### config.mk
export PLATFORM = sky130hd
export DESIGN_NAME = pulse_stretcher
export DESIGN_NICKNAME = d
export VERILOG_FILES = /design/src/rtl/pulse_stretcher.sv
export SDC_FILE = /design/constraint.sdc
export NUM_CORES = 1
export LEC_CHECK = 0
export ABC_AREA = 0
export ABC_CLOCK_PERIOD_IN_PS = 3200
export CELL_PAD_IN_SITES_DETAIL_PLACEMENT = 0
export CELL_PAD_IN_SITES_GLOBAL_PLACEMENT = 2
export CORE_MARGIN = 3
export CORE_UTILIZATION = 37
export CTS_CLUSTER_DIAMETER = 80
export CTS_CLUSTER_SIZE = 25
export DETAILED_ROUTE_END_ITERATION = 12
export GPL_TIMING_DRIVEN = 0
export HOLD_SLACK_MARGIN = 0.03
export PLACE_DENSITY_LB_ADDON = 0.1
export RECOVER_POWER = 25
export SLEW_MARGIN = 20
export SYNTH_ARGS = -nofsm -noshare
export SYNTH_HDL_FRONTEND = slang
export SYNTH_SLANG_ARGS = --single-unit
### constraint.sdc
create_clock -name clk -period 3.2 [get_ports clk]
set_input_delay 0.48 -clock clk [delete_from_list [all_inputs] [get_ports clk]]
set_output_delay 0.48 -clock clk [all_outputs]
set_load 0.01 [all_outputs]
### src/rtl/pulse_stretcher.sv
// pulse_stretcher: turns 1-cycle event strobes into active-low pulses of
// LOW_CYC clocks, each followed by at least GAP_CYC clocks high.
// Strobes that arrive while a pulse or gap is running are queued in a
// saturating pending counter (up to QDEPTH). A strobe that cannot be kept
// raises ovf for one cycle.
//
// Optional feature macro: PULSE_QUEUE_EN
//   defined   : strobes arriving while busy are queued.
//   undefined : pending stays 0. A strobe arriving while busy is dropped
//               with ovf. The one exception is a strobe on the gap-exit edge,
//               which starts a new pulse immediately.
//
// Strobe acceptance: trig needs no handshake. It is sampled on every rising
// edge and either starts a pulse, is queued, or is dropped with ovf=1 on the
// following cycle. No strobe is ever lost silently.
//
// The FSM state is held in the 'state' signal. It is visible to checkers
// through the hierarchy.

module pulse_stretcher #(
  parameter int LOW_CYC = 8000,
  parameter int GAP_CYC = 8000,
  parameter int QDEPTH  = 7,
  parameter int CW      = 20
) (
  input  logic       clk,
  input  logic       rst,
  input  logic       trig,
  output logic       out,
  output logic       busy,
  output logic [3:0] pending,
  output logic       ovf
);

  // FSM encoding. The unused code 2'b11 recovers to IDLE.
  localparam logic [1:0] ST_IDLE = 2'b00;
  localparam logic [1:0] ST_LOW  = 2'b01;
  localparam logic [1:0] ST_GAP  = 2'b10;

  // Last counter value of each phase. The phase ends on the edge that sees
  // this value.
  localparam logic [CW-1:0] LOW_LAST = CW'(LOW_CYC - 1);
  localparam logic [CW-1:0] GAP_LAST = CW'(GAP_CYC - 1);
  localparam logic [CW-1:0] CNT_ONE  = CW'(1);

  // Queue capacity. It is forced to zero when queueing is compiled out.
  // With a capacity of zero, every strobe that arrives while busy is
  // dropped. A gap then always ends in IDLE unless a strobe lands on the
  // exit edge itself.
`ifdef PULSE_QUEUE_EN
  localparam logic QUEUE_ON = 1'b1;
`else
  localparam logic QUEUE_ON = 1'b0;
`endif
  localparam logic [3:0] QMAX = 4'(QDEPTH) & {4{QUEUE_ON}};

  logic [1:0]    state;
  logic [1:0]    state_n;
  logic [CW-1:0] cnt;
  logic [CW-1:0] cnt_n;
  logic [3:0]    pend_n;
  logic          out_n;
  logic          ovf_n;
  logic          low_done;
  logic          gap_done;
  logic          room;

  assign low_done = (cnt == LOW_LAST);
  assign gap_done = (cnt == GAP_LAST);
  assign room     = (pending < QMAX);

  // Next-state, counter, queue and output decode for one clock edge.
  always_comb begin
    state_n = state;
    cnt_n   = cnt + CNT_ONE;
    pend_n  = pending;
    out_n   = out;
    ovf_n   = 1'b0;
    case (state)
      ST_IDLE: begin
        cnt_n  = '0;
        pend_n = 4'd0;
        out_n  = 1'b1;
        if (trig) begin
          state_n = ST_LOW;
          out_n   = 1'b0;
        end
      end
      ST_LOW: begin
        if (low_done) begin
          state_n = ST_GAP;
          cnt_n   = '0;
          out_n   = 1'b1;
        end
        // A strobe during the pulse is queued if there is room.
        // Otherwise it is reported as dropped.
        if (trig) begin
          if (room) pend_n = pending + 4'd1;
          else      ovf_n  = 1'b1;
        end
      end
      ST_GAP: begin
        if (gap_done) begin
          cnt_n = '0;
          if (trig) begin
            // A strobe on the exit edge starts the next pulse directly.
            // If an entry would otherwise have been consumed, the +1 and -1
            // cancel, so pending is left unchanged.
            state_n = ST_LOW;
            out_n   = 1'b0;
          end else if (pending != 4'd0) begin
            state_n = ST_LOW;
            out_n   = 1'b0;
            pend_n  = pending - 4'd1;
          end else begin
            state_n = ST_IDLE;
            out_n   = 1'b1;
          end
        end else if (trig) begin
          if (room) pend_n = pending + 4'd1;
          else      ovf_n  = 1'b1;
        end
      end
      default: begin
        state_n = ST_IDLE;
        cnt_n   = '0;
        pend_n  = 4'd0;
        out_n   = 1'b1;
      end
    endcase
  end

  // State and output registers with synchronous active-low reset.
  // A reset in the middle of a pulse returns out high on the same edge.
  always_ff @(posedge clk) begin
    if (!rst) begin
      state   <= ST_IDLE;
      cnt     <= '0;
      pending <= 4'd0;
      out     <= 1'b1;
      busy    <= 1'b0;
      ovf     <= 1'b0;
    end else begin
      state   <= state_n;
      cnt     <= cnt_n;
      pending <= pend_n;
      out     <= out_n;
      busy    <= (state_n != ST_IDLE);
      ovf     <= ovf_n;
    end
  end

endmodule

Yosys cells after proc, flatten, opt, wreduce, memory -nomap -nowiden
Cells that the tools add are included.
- register bits after elaboration: 29
- bits of input ports: 3
- output and inout port bits: 7
- word-level logic and storage cells: 48
- add/subtract/negate cells: 3
- order comparisons: 1
- eq/ne operators: 7
- mux-type cells: 22
- bitwise operators: 2
- reduce and logical (&&, ||, !) cells: 7
- operators by type and width (kind ; number):
    $add A20 B1 Y20 const B ; 1
    $eq A20 B13 Y1 const B ; 1
    $mux W4 ; 5
    $mux W1 ; 10
    $pmux W4 S2 ; 1
    $mux W2 ; 3
    $ne A3 B3 Y1 const B ; 2
    $pmux W2 S3 ; 1
    $add A4 B1 Y4 const B ; 1
    $lt A4 B1 Y1 const B ; 1
    $ne A2 B2 Y1 const B ; 2
    $reduce_and A2 Y1 ; 2
    $reduce_bool A4 Y1 ; 1
    $sub A4 B1 Y4 const B ; 1
    $pmux W1 S3 ; 1
    $reduce_or A3 Y1 ; 1
    $eq A2 B1 Y1 const B ; 1
    $eq A2 B2 Y1 const B ; 1
    $logic_not A2 Y1 ; 1
    $not A1 Y1 ; 2
    $pmux W1 S2 ; 1
    $reduce_bool A2 Y1 ; 1
    $reduce_or A2 Y1 ; 1

Logic depth before layout (Yosys ltp)
Gate-level depths: netlist of run 1.
- depth in word-level cells: 6
- depth in mapped cells: 7
- mapped depth without buffers: 7

Least setup slack after synthesis of run 1
No wires, ideal clock.
- path type: flip-flop to flip-flop
- start: register cnt[0]
- end: register pending[3]
- library setup time: 0.062 ns
- arrival: 1.724 ns
- required time: 3.138 ns
- setup slack: 1.414 ns
- cell stages (with the launch flop): 7
- path buffers: 0
- period minus slack after synthesis: 1.786 ns
- cells stage by stage: dfxtp_1 -> ha_1 -> and4bb_2 -> and4_4 -> nand2_4 -> or4_1 -> nand3_1
- word-level cells in the longest chain between the ends: 3
- elaborated cells between the ends (all ways): 6
- those cells by class: eq/ne: 3; mux: 2; reduce/logical: 1
- ends and longest elaborated chain (element ; RTL line ; text):
    start, declared ; 59 ; logic [CW-1:0] cnt;
    start signal, assigned ; 145 ; cnt <= cnt_n;
    $eq A20 B13 Y1 (*) ; 69 ; assign gap_done = (cnt == GAP_LAST);
    $ne A3 B3 Y1 (no line) or $mux W4 (tied branches) ; n/a ;
    $reduce_and A2 Y1 (no line) or $pmux W4 S2 (tied branches) ; n/a ;
    end signal, assigned ; 146 ; pending <= pend_n;
    end, declared ; 31 ; output logic [3:0] pending,
Mark *: on every way between the ends. The rest lies on a longest branch, timed or not.
A chain may end at the register's enable or synchronous reset.

Worst setup path after layout of run 1
- start: register cnt[0]
- end: register cnt[16]
- word-level cells in the longest chain between the ends: 2
- elaborated cells between the ends (all ways): 3
- those cells by class: add/sub: 1; eq/ne: 1; reduce/logical: 1
- ends and longest elaborated chain (element):
    branches (longest 2 deep; another with $add A20 B1 Y20)
Parallel ways; which one is timed is not known.

==> results of run 1 <==
## power by group through the flow
stage	registers (mW)	logic, mW	clock network [mW]
after global routing	0.372	0.0583	0.316
after global placement	0.379	0.0522	0
after CTS	0.371	0.0525	0.297
final	0.371	0.0510	0.286
after floorplan	0.380	0.0315	0
after detailed placement	0.379	0.0522	0
## flip-flops by register name, summed over array words and instances, names as in the netlist
name and cells:
busy 1, state 2, pending 4, cnt 20
ovf 1, out 1
## final timing paths
kind	slack [ns]	endpoint	depth (start not counted)
setup reg to reg	1.04	cnt[16]	7
hold / removal	0.47	cnt[0]	1
hold reg to reg	0.47	cnt[0]	1
setup / recovery	1.04	cnt[16]	7
## area by class of cell
class | instances | area, sq um | share of cell area
Inverter | 10 | 37.54 | 0.02190
Sequential cell | 29 | 580.6 | 0.3387
Clock buffer | 8 | 80.08 | 0.04672
Timing Repair Buffer | 9 | 90.09 | 0.05255
Tap cell | 48 | 60.06 | 0.03504
Multi-Input combinational cell | 136 | 849.6 | 0.4956
Buffer | 4 | 16.27 | 0.009489
## layer usage
| layer | vias up | track usage | share of wire |
|---|---|---|---|
| met5 | - | 0 | 0 |
| met4 | 0 | 0.04555 | 0.014 |
| met3 | 7 | 0.05217 | 0.053 |
| met2 | 25 | 0.2013 | 0.41 |
| met1 | 585 | 0.2228 | 0.52 |
| li1 | 655 | - | - |
## cell usage after synthesis, drive strengths merged (2+ instances only)
cell    count
nor3        6
ha          6
nor2       29
nor4        5
xnor2      10
o21ai       5
nand2b      3
nand3      15
xor2        8
dfxtp      29
or3         2
nand4       4
inv        10
clkbuf      3
nand2      14
and3        3
or4         2
or2         2
a21oi       5
and4        2
## kinds of logic (layout without fill, tap and decap cells)
kind of cell	Yosys count	in the layout	synth area share
adder cells (fa/ha/maj)	6	6	0.05050
XOR/XNOR	18	18	0.1061
AO/OA/AOI/OAI	22	22	0.1002
flip-flops	29	29	0.3906
buffers and inverters	14	31	0.03619
AND/OR/NAND/NOR	90	90	0.3165
## stage by stage
step | cells | worst slack, ns | hold slack, ns
6_report | 244 | 1.042 | 0.4737
5_1_grt | 244 | 0.8614 | 0.5102
4_1_cts | 244 | 1.065 | 0.4812
3_5_place_dp | 236 | 0.8950 | 0.4668
3_3_place_gp | 236 | 0.9061 | 0.4602
2_1_floorplan | 179 | 1.414 | 0.4415
## cell usage in the layout, fill, tap and decap left out, types with 3 or more instances in the layout
cell type and count:
nor4_1 4, o21ai_0 5, xor2_1 8, nand3_1 15, nand2b_1 3, dfxtp_1 29, nand2_1 13, nor3_1 6
ha_1 6, a21oi_1 5, nand4_1 4, clkbuf_1 6, clkbuf_8 5, dlygate4sd3_1 7, xnor2_1 10, and3_1 3
inv_1 10, nor2_1 29
==> impl_metrics.env, run 1 <==
export IMPL_p_seq_frac=0.524
export IMPL_yosysUniqueCellTypes=39
export IMPL_postRouteWirelength_um=3295
export IMPL_drive_above_1_share=0.06122
export IMPL_report_final_slew_viol_count=0
export IMPL_cts_sinks=29
export IMPL_min_path_type="flip-flop to flip-flop"
export IMPL_hold_violations=0
export IMPL_crit_type="flip-flop to flip-flop"
export IMPL_yosysTopAreaCell="dfxtp_1"
export IMPL_ys_flop_type="dfxtp_1"
export IMPL_worst_clock_skew_ns=0.01258
export IMPL_place_detailed_hpwl_um=2466
export IMPL_clk_pin_slew_ns=0.06
export IMPL_postCtsSetupBuffers=0
export IMPL_rsz0062_at_grt="no"
export IMPL_cp_start_kind="flip-flop"
export IMPL_maxCapViolCount=0
export IMPL_setup_viol=0
export IMPL_path_delay_family="simple AND/OR/NAND/NOR gates"
export IMPL_dr_pass1_iters=4
export IMPL_gr_usage_all_layers=0.1505
export IMPL_post_drt_via_cell_ratio=5.213
export IMPL_worst_pin_slew_ns=0.4811
export IMPL_synth_area_per_cell_sq_um=8.304
export IMPL_rows=22
export IMPL_first_global_vias=1217
export IMPL_place_congestion=0.7889
export IMPL_wl_per_cell_um=13.50
export IMPL_synth_edff_count=0
export IMPL_cts_tree="built"
export IMPL_p_leak_nw=0.6222
export IMPL_vdd_drop_max_uv=259.8
export IMPL_p_int_mw=0.5405
export IMPL_cts_root_buf="clkbuf_8"
export IMPL_seq_area_frac_synth=0.3906
export IMPL_netlist_instances=179
export IMPL_critPathLaunch="cnt[0]"
export IMPL_initial_core_util=0.3942
export IMPL_numCtsBuffers=5
export IMPL_route_detailed_drc=0
export IMPL_p_sw_mw=0.1675
export IMPL_fin_crit_sh=0.6743
export IMPL_swShare=0.2366
export IMPL_grt_max_degree=11
export IMPL_die_area_sq_um=4814
export IMPL_clkLatencyLatePin_ns=0.29
export IMPL_async_flop_share=0
export IMPL_syn_cell_area_sq_um=1486
export IMPL_yosysWarningCount=0
export IMPL_initialDrtViolationCount=80
export IMPL_cpMaxStageDelayCell="dfxtp_1"
export IMPL_grt_pass1_wl_um=5809
export IMPL_final_core_util=0.4545
export IMPL_critPathArrivalTime_ns=2.32
export IMPL_syn_num_nets=188
export IMPL_die_h_um=69.38
export IMPL_portBuffers=9
export IMPL_setup_tns_final_ns=0
export IMPL_postCtsHoldBufs=0
export IMPL_power_mw=0.7080
export IMPL_htreeDepth=2
export IMPL_antenna_left=0
export IMPL_p_comb_frac=0.072
export IMPL_worstHoldStart="cnt[0]"
export IMPL_diodes=0
export IMPL_synth_area_top_cells="dfxtp_1, nor2_1, xnor2_1"
export IMPL_pin_count=10
export IMPL_cts_buffer_depth=2
export IMPL_path_max_fanout=10
export IMPL_n_fill_cell=374
export IMPL_p_clk_frac=0.404
export IMPL_placed_cell_area_sq_um=1637
export IMPL_cp_num_buf_inv=1
export IMPL_core_area_sq_um=3771
export IMPL_synthToLayoutAreaGrowth_pct=15.32
export IMPL_relSlewSlack=0.6768
export IMPL_path_cells="ha_1, and4bb_2, and4_1, nand2_4, nand3_1, buf_2, nor2_1"
export IMPL_synth_top_cell_area_share=0.3906
export IMPL_ctsResizeCount=0
export IMPL_r2r_start="cnt[0]"
export IMPL_critPathCaptureType="flip-flop"
export IMPL_design_area_sq_um=1714
export IMPL_critPathMaxStageDelay_ns=0.39
export IMPL_crit_required_ns=3.36
export IMPL_status="finished, final reports clean"
export IMPL_fmax_mhz=463.4
export IMPL_p_per_area_nw_per_um2=413.1
export IMPL_antenna_found_initial=0
export IMPL_grt_ovfl_total=0
export IMPL_num_nets_final=204
export IMPL_num_vias=1272
export IMPL_yosys_register_bits=29
export IMPL_min_period_ns=2.158
export IMPL_die_w_um=69.38
Power figures use the tool's default switching activity.
==> run 2: changes to the inputs <==
Settings changed: ABC_CLOCK_PERIOD_IN_PS 3200 to 2100, CORE_UTILIZATION 37 to 35.
Clock period 3.2 ns to 2.1 ns, I/O delays scaled along.
==> run 2 against run 1 <==
Count of clock-buffer cells in the layout fell by 1. Clock skew down 0.0035 ns. Via count grew 0.86%. Wire length rose by 1.5%. Highest routed layer unchanged. Cell count grew 0.82%. Sequential share of layout area down 0.70 points.
==> impl_metrics.env, run 2 (synthesis gave the netlist of run 1 again) <==
export IMPL_first_global_vias=1287
export IMPL_final_core_util=0.4314
export IMPL_cp_start_kind="flip-flop"
export IMPL_p_sw_mw=0.2664
export IMPL_fmax_mhz=524.6
export IMPL_path_max_fanout=5
export IMPL_rsz0062_at_grt="no"
export IMPL_p_comb_frac=0.069
export IMPL_report_final_slew_viol_count=0
export IMPL_r2r_start="cnt[0]"
export IMPL_postCtsHoldBufs=0
export IMPL_fin_crit_sh=0.9077
export IMPL_cts_buffer_depth=2
export IMPL_setup_slack_ns=0.1939
export IMPL_antenna_left=0
export IMPL_wl_per_cell_um=13.59
export IMPL_worstHoldStart="cnt[0]"
export IMPL_num_vias=1283
export IMPL_p_leak_nw=0.6409
export IMPL_whs_endpoint="cnt[0]"
export IMPL_grt_ovfl_total=0
export IMPL_cts_root_buf="clkbuf_8"
export IMPL_clk_pin_slew_ns=0.07
export IMPL_min_path_cells=1
export IMPL_pin_count=10
export IMPL_instances_no_fill=246
export IMPL_worst_clock_skew_ns=0.009120
export IMPL_largest_register_ffs=20
export IMPL_synthToLayoutAreaGrowth_pct=17.76
export IMPL_postRouteWirelength_um=3343
export IMPL_drive_above_1_share=0.09184
export IMPL_rows=23
export IMPL_clkLatencyLatePin_ns=0.28
export IMPL_crit_type="flip-flop to flip-flop"
export IMPL_portBuffers=9
export IMPL_critPathArrivalTime_ns=2.12
export IMPL_vdd_drop_max_uv=454.3
export IMPL_crit_required_ns=2.32
export IMPL_cts_tree="built"
export IMPL_cts_sinks=29
export IMPL_die_h_um=71.17
export IMPL_numPlacedInstances=238
export IMPL_place_detailed_hpwl_um=2456
export IMPL_most_common_layout_cells="nor2_1, dfxtp_1, nand3_1"
export IMPL_regToRegEndpoint="pending[1]"
export IMPL_die_area_sq_um=5065
export IMPL_min_period_ns=1.906
export IMPL_hold_violations=0
export IMPL_dr_pass1_iters=4
export IMPL_die_w_um=71.17
export IMPL_swShare=0.2312
export IMPL_p_clk_frac=0.441
export IMPL_relSlewSlack=0.6754
export IMPL_min_path_type="flip-flop to flip-flop"
export IMPL_critPathCaptureType="flip-flop"
export IMPL_setup_tns_final_ns=0
export IMPL_maxCapViolCount=0
export IMPL_numCtsBuffers=5
export IMPL_gr_usage_all_layers=0.1501
export IMPL_status="finished, final reports clean"
export IMPL_grt_pass1_wl_um=5954
export IMPL_rrSetupSlack_ns=0.19
export IMPL_core_area_sq_um=4058
export IMPL_htreeDepth=2
export IMPL_multiInputGateArea_sq_um=859.6
export IMPL_route_detailed_drc=0
export IMPL_place_congestion=0.7633
export IMPL_p_per_area_nw_per_um2=658.2
export IMPL_initial_core_util=0.3663
export IMPL_place_ws_ns=-0.05904
export IMPL_n_fill_cell=426
export IMPL_setup_viol=0
export IMPL_initialDrtViolationCount=56
export IMPL_regMostFlops="cnt"
export IMPL_antenna_found_initial=0
export IMPL_seq_area_sq_um=580.6
export IMPL_post_drt_via_cell_ratio=5.215
export IMPL_power_mw=1.152
export IMPL_worstRegToRegCells=6
export IMPL_worst_pin_slew_ns=0.4832
export IMPL_p_seq_frac=0.490
export IMPL_p_int_mw=0.8858
export IMPL_postCtsSetupBuffers=0
export IMPL_top_regs="cnt (20), pending (4), state (2)"
export IMPL_num_nets_final=204
export IMPL_grt_max_degree=11
export IMPL_diodes=0
==> run 2: worst max-delay path by stage <==
stage,from,end,slack [ns],depth (start not counted)
5_1_grt,cnt[0],pending[1],0.05,6
4_1_cts,cnt[0],cnt[14],0.13,7
3_5_place_dp,rst,cnt[14],-0.06,5
3_3_place_gp,rst,cnt[14],-0.04,5
6_report,cnt[0],pending[1],0.19,6
2_1_floorplan,cnt[0],pending[3],0.31,6
==> run 2: repair_timing <==
| action | CTS | global route |
|---|---|---|
| cloned | 0 | 0 |
| endpoints found under the setup margin | 10 | 5 |
| resized for setup | 1 | 2 |
| pin swaps | 0 | 0 |
==> run 2: worst max-delay path, stage by stage, from the launching register on <==
cell	delay [ns]
dfxtp_1	0.40
ha_2	0.25
and4bb_2	0.25
and4_4	0.26
nand4_1	0.20
or3_1	0.36
a21oi_1	0.14
==> run 2: cell type report <==
class,count,share of cell area
clock inverters,1,0.002859
repair buffers,9,0.05147
inverters,10,0.02144
flip-flops and latches,29,0.3317
well taps,50,0.03574
clock buffers,7,0.05504
multi-input cells,136,0.4911
plain buffers,4,0.01072
==> run 2: per-layer routing <==
metal / part of all wire / track usage / vias to the layer above
li1: - / - / 653
met2: 0.48 / 0.2449 / 16
met1: 0.47 / 0.1777 / 608
met4: 0.019 / 0.06472 / 0
met3: 0.034 / 0.05256 / 6
met5: 0 / 0 / -
==> run 2: through the flow <==
| step | instance area, sq um | hold slack [ns] |
|---|---|---|
| global route | 1750 | 0.5246 |
| floorplan | 1486 | 0.4415 |
| detailed placement | 1639 | 0.4790 |
| finish | 1750 | 0.4830 |
| CTS | 1745 | 0.4933 |
| global placement | 1639 | 0.4646 |
==> run 2: power groups by stage <==
stage	clock [mW]	combinational, mW	sequential, mW
floorplan	0	0.0479	0.579
global placement	0	0.0812	0.577
detailed placement	0	0.0807	0.577
CTS	0.532	0.0818	0.565
global route	0.561	0.0914	0.566
finish	0.508	0.0798	0.565
==> run 3: changes to the inputs <==
Settings changed: GPL_TIMING_DRIVEN 0 to not set.
==> run 3 against run 2 <==
Wire length is 0.33% higher. Largest cell class unchanged. Die area stayed put. Critical endpoint unchanged. Critical path depth did not move. Sequential power barely moved. Fmax is 5.3% higher. Global-route usage is 0.35 points lower. Critical path type unchanged. Power shrank 3.8%. Clock skew rose by 0.0010 ns. Utilization decreased by 0.46 points. Sequential share of layout area rose by 0.36 points. Sequential cell count is the same.
==> impl_metrics.env, run 3 (synthesis gave the netlist of run 1 again) <==
export IMPL_status="finished, final reports clean"
export IMPL_fmax_mhz=552.4
export IMPL_min_period_ns=1.810
export IMPL_grt_pass1_wl_um=5809
export IMPL_critPathCaptureType="flip-flop"
export IMPL_rsz0062_at_grt="no"
export IMPL_rows=23
export IMPL_cts_sinks=29
export IMPL_post_drt_via_cell_ratio=5.143
export IMPL_crit_type="flip-flop to flip-flop"
export IMPL_antenna_left=0
export IMPL_core_area_sq_um=4058
export IMPL_cp_start_kind="flip-flop"
export IMPL_initialDrtViolationCount=47
export IMPL_largest_register_ffs=20
export IMPL_p_int_mw=0.8521
export IMPL_fin_crit_sh=0.8620
export IMPL_setup_viol=0
export IMPL_top_regs="cnt (20), pending (4), state (2)"
export IMPL_relSlewSlack=0.6238
export IMPL_clkLatencyLatePin_ns=0.28
export IMPL_antenna_found_initial=0
export IMPL_worstSetupEndpoint="pending[1]"
export IMPL_numCtsBuffers=5
export IMPL_ctsResizeCount=0
export IMPL_synthToLayoutAreaGrowth_pct=16.50
export IMPL_report_final_slew_viol_count=0
export IMPL_critPathLaunch="cnt[0]"
export IMPL_grt_max_degree=20
export IMPL_p_sw_mw=0.2567
export IMPL_regMostFlops="cnt"
export IMPL_path_max_fanout=5
export IMPL_cts_buffer_depth=2
export IMPL_pin_count=10
export IMPL_portBuffers=9
export IMPL_p_clk_frac=0.417
export IMPL_swShare=0.2315
export IMPL_clk_pin_slew_ns=0.06
export IMPL_vdd_drop_max_uv=351.6
export IMPL_dr_pass1_iters=4
export IMPL_grt_ovfl_total=0
export IMPL_worstRegToRegCells=6
export IMPL_worst_pin_slew_ns=0.5600
export IMPL_regToRegEndpoint="pending[1]"
export IMPL_place_detailed_hpwl_um=2442
export IMPL_min_path_type="flip-flop to flip-flop"
export IMPL_initial_core_util=0.3663
export IMPL_cts_tree="built"
export IMPL_p_comb_frac=0.073
export IMPL_place_congestion=0.7750
export IMPL_maxCapViolCount=0
export IMPL_power_mw=1.109
export IMPL_route_detailed_drc=0
export IMPL_wl_per_cell_um=13.75
export IMPL_p_per_area_nw_per_um2=640.3
export IMPL_most_common_layout_cells="nor2_1, dfxtp_1, nand3_1"
export IMPL_diodes=0
export IMPL_crit_required_ns=2.32
export IMPL_cts_root_buf="clkbuf_8"
export IMPL_postCtsSetupBuffers=0
export IMPL_die_w_um=71.17
export IMPL_num_vias=1255
export IMPL_die_h_um=71.17
export IMPL_numPlacedInstances=237
export IMPL_setup_tns_final_ns=0
export IMPL_r2r_start="cnt[0]"
export IMPL_rrSetupSlack_ns=0.29
export IMPL_drive_above_1_share=0.08247
export IMPL_first_global_vias=1286
export IMPL_critPathArrivalTime_ns=2.03
export IMPL_postCtsHoldBufs=0
export IMPL_num_nets_final=203
export IMPL_die_area_sq_um=5065
export IMPL_p_leak_nw=0.6397
export IMPL_p_seq_frac=0.510
export IMPL_gr_usage_all_layers=0.1467
export IMPL_min_path_cells=1
export IMPL_postRouteWirelength_um=3354
export IMPL_hold_violations=0
export IMPL_instances_no_fill=244
export IMPL_htreeDepth=2
export IMPL_worst_clock_skew_ns=0.01017
run 3: power by group through the flow:
stage	registers, mW	logic (mW)	clock network, mW
5_1_grt	0.566	0.0912	0.503
2_1_floorplan	0.579	0.0479	0
3_3_place_gp	0.577	0.0837	0
6_report	0.565	0.0813	0.462
3_5_place_dp	0.578	0.0827	0
4_1_cts	0.565	0.0830	0.483
run 3: layout make-up:
class | instances | area (sq um)
flip-flops and latches | 29 | 580.6
repair buffers | 12 | 112.6
well taps | 50 | 62.56
fillers | 398 | 2326
inverters | 10 | 37.54
multi-input cells | 136 | 852.1
clock buffers | 7 | 86.33
run 3: worst min-delay path by stage:
stage,slack (ns),end,start
detailed placement,0.46,cnt[0],cnt[0]
floorplan,0.44,cnt[0],cnt[0]
CTS,0.48,cnt[0],cnt[0]
global placement,0.46,cnt[0],cnt[0]
global route,0.51,cnt[0],cnt[0]
finish,0.47,cnt[0],cnt[0]
run 3: layer usage:
| layer | track usage | wire length [um] | vias to the layer above | share of wire |
|---|---|---|---|---|
| li1 | - | - | 651 | - |
| met1 | 0.1674 | 1554 | 575 | 0.46 |
| met2 | 0.2510 | 1619 | 21 | 0.48 |
| met3 | 0.03551 | 99 | 8 | 0.030 |
| met4 | 0.07724 | 80 | 0 | 0.024 |
| met5 | 0 | 0 | - | 0 |
run 3: through the flow:
| stage | setup WS [ns] | hold slack [ns] | utilization | cell area, sq um |
|---|---|---|---|---|
| 3_5_place_dp | 0.2998 | 0.4636 | 0.4055 | 1645 |
| 5_1_grt | 0.1221 | 0.5069 | 0.4268 | 1732 |
| 6_report | 0.2898 | 0.4715 | 0.4268 | 1732 |
| 3_3_place_gp | 0.3273 | 0.4557 | 0.4055 | 1645 |
| 2_1_floorplan | 0.3144 | 0.4415 | - | 1486 |
| 4_1_cts | 0.2863 | 0.4783 | 0.4268 | 1732 |
run 3: critical path, cell delays in order (launching register included):
cell and delay [ns]:
dfxtp_1 0.39, ha_1 0.18, and4bb_2 0.24, and4_4 0.26, nand4_1 0.20, or3_1 0.36, a21oi_1 0.13
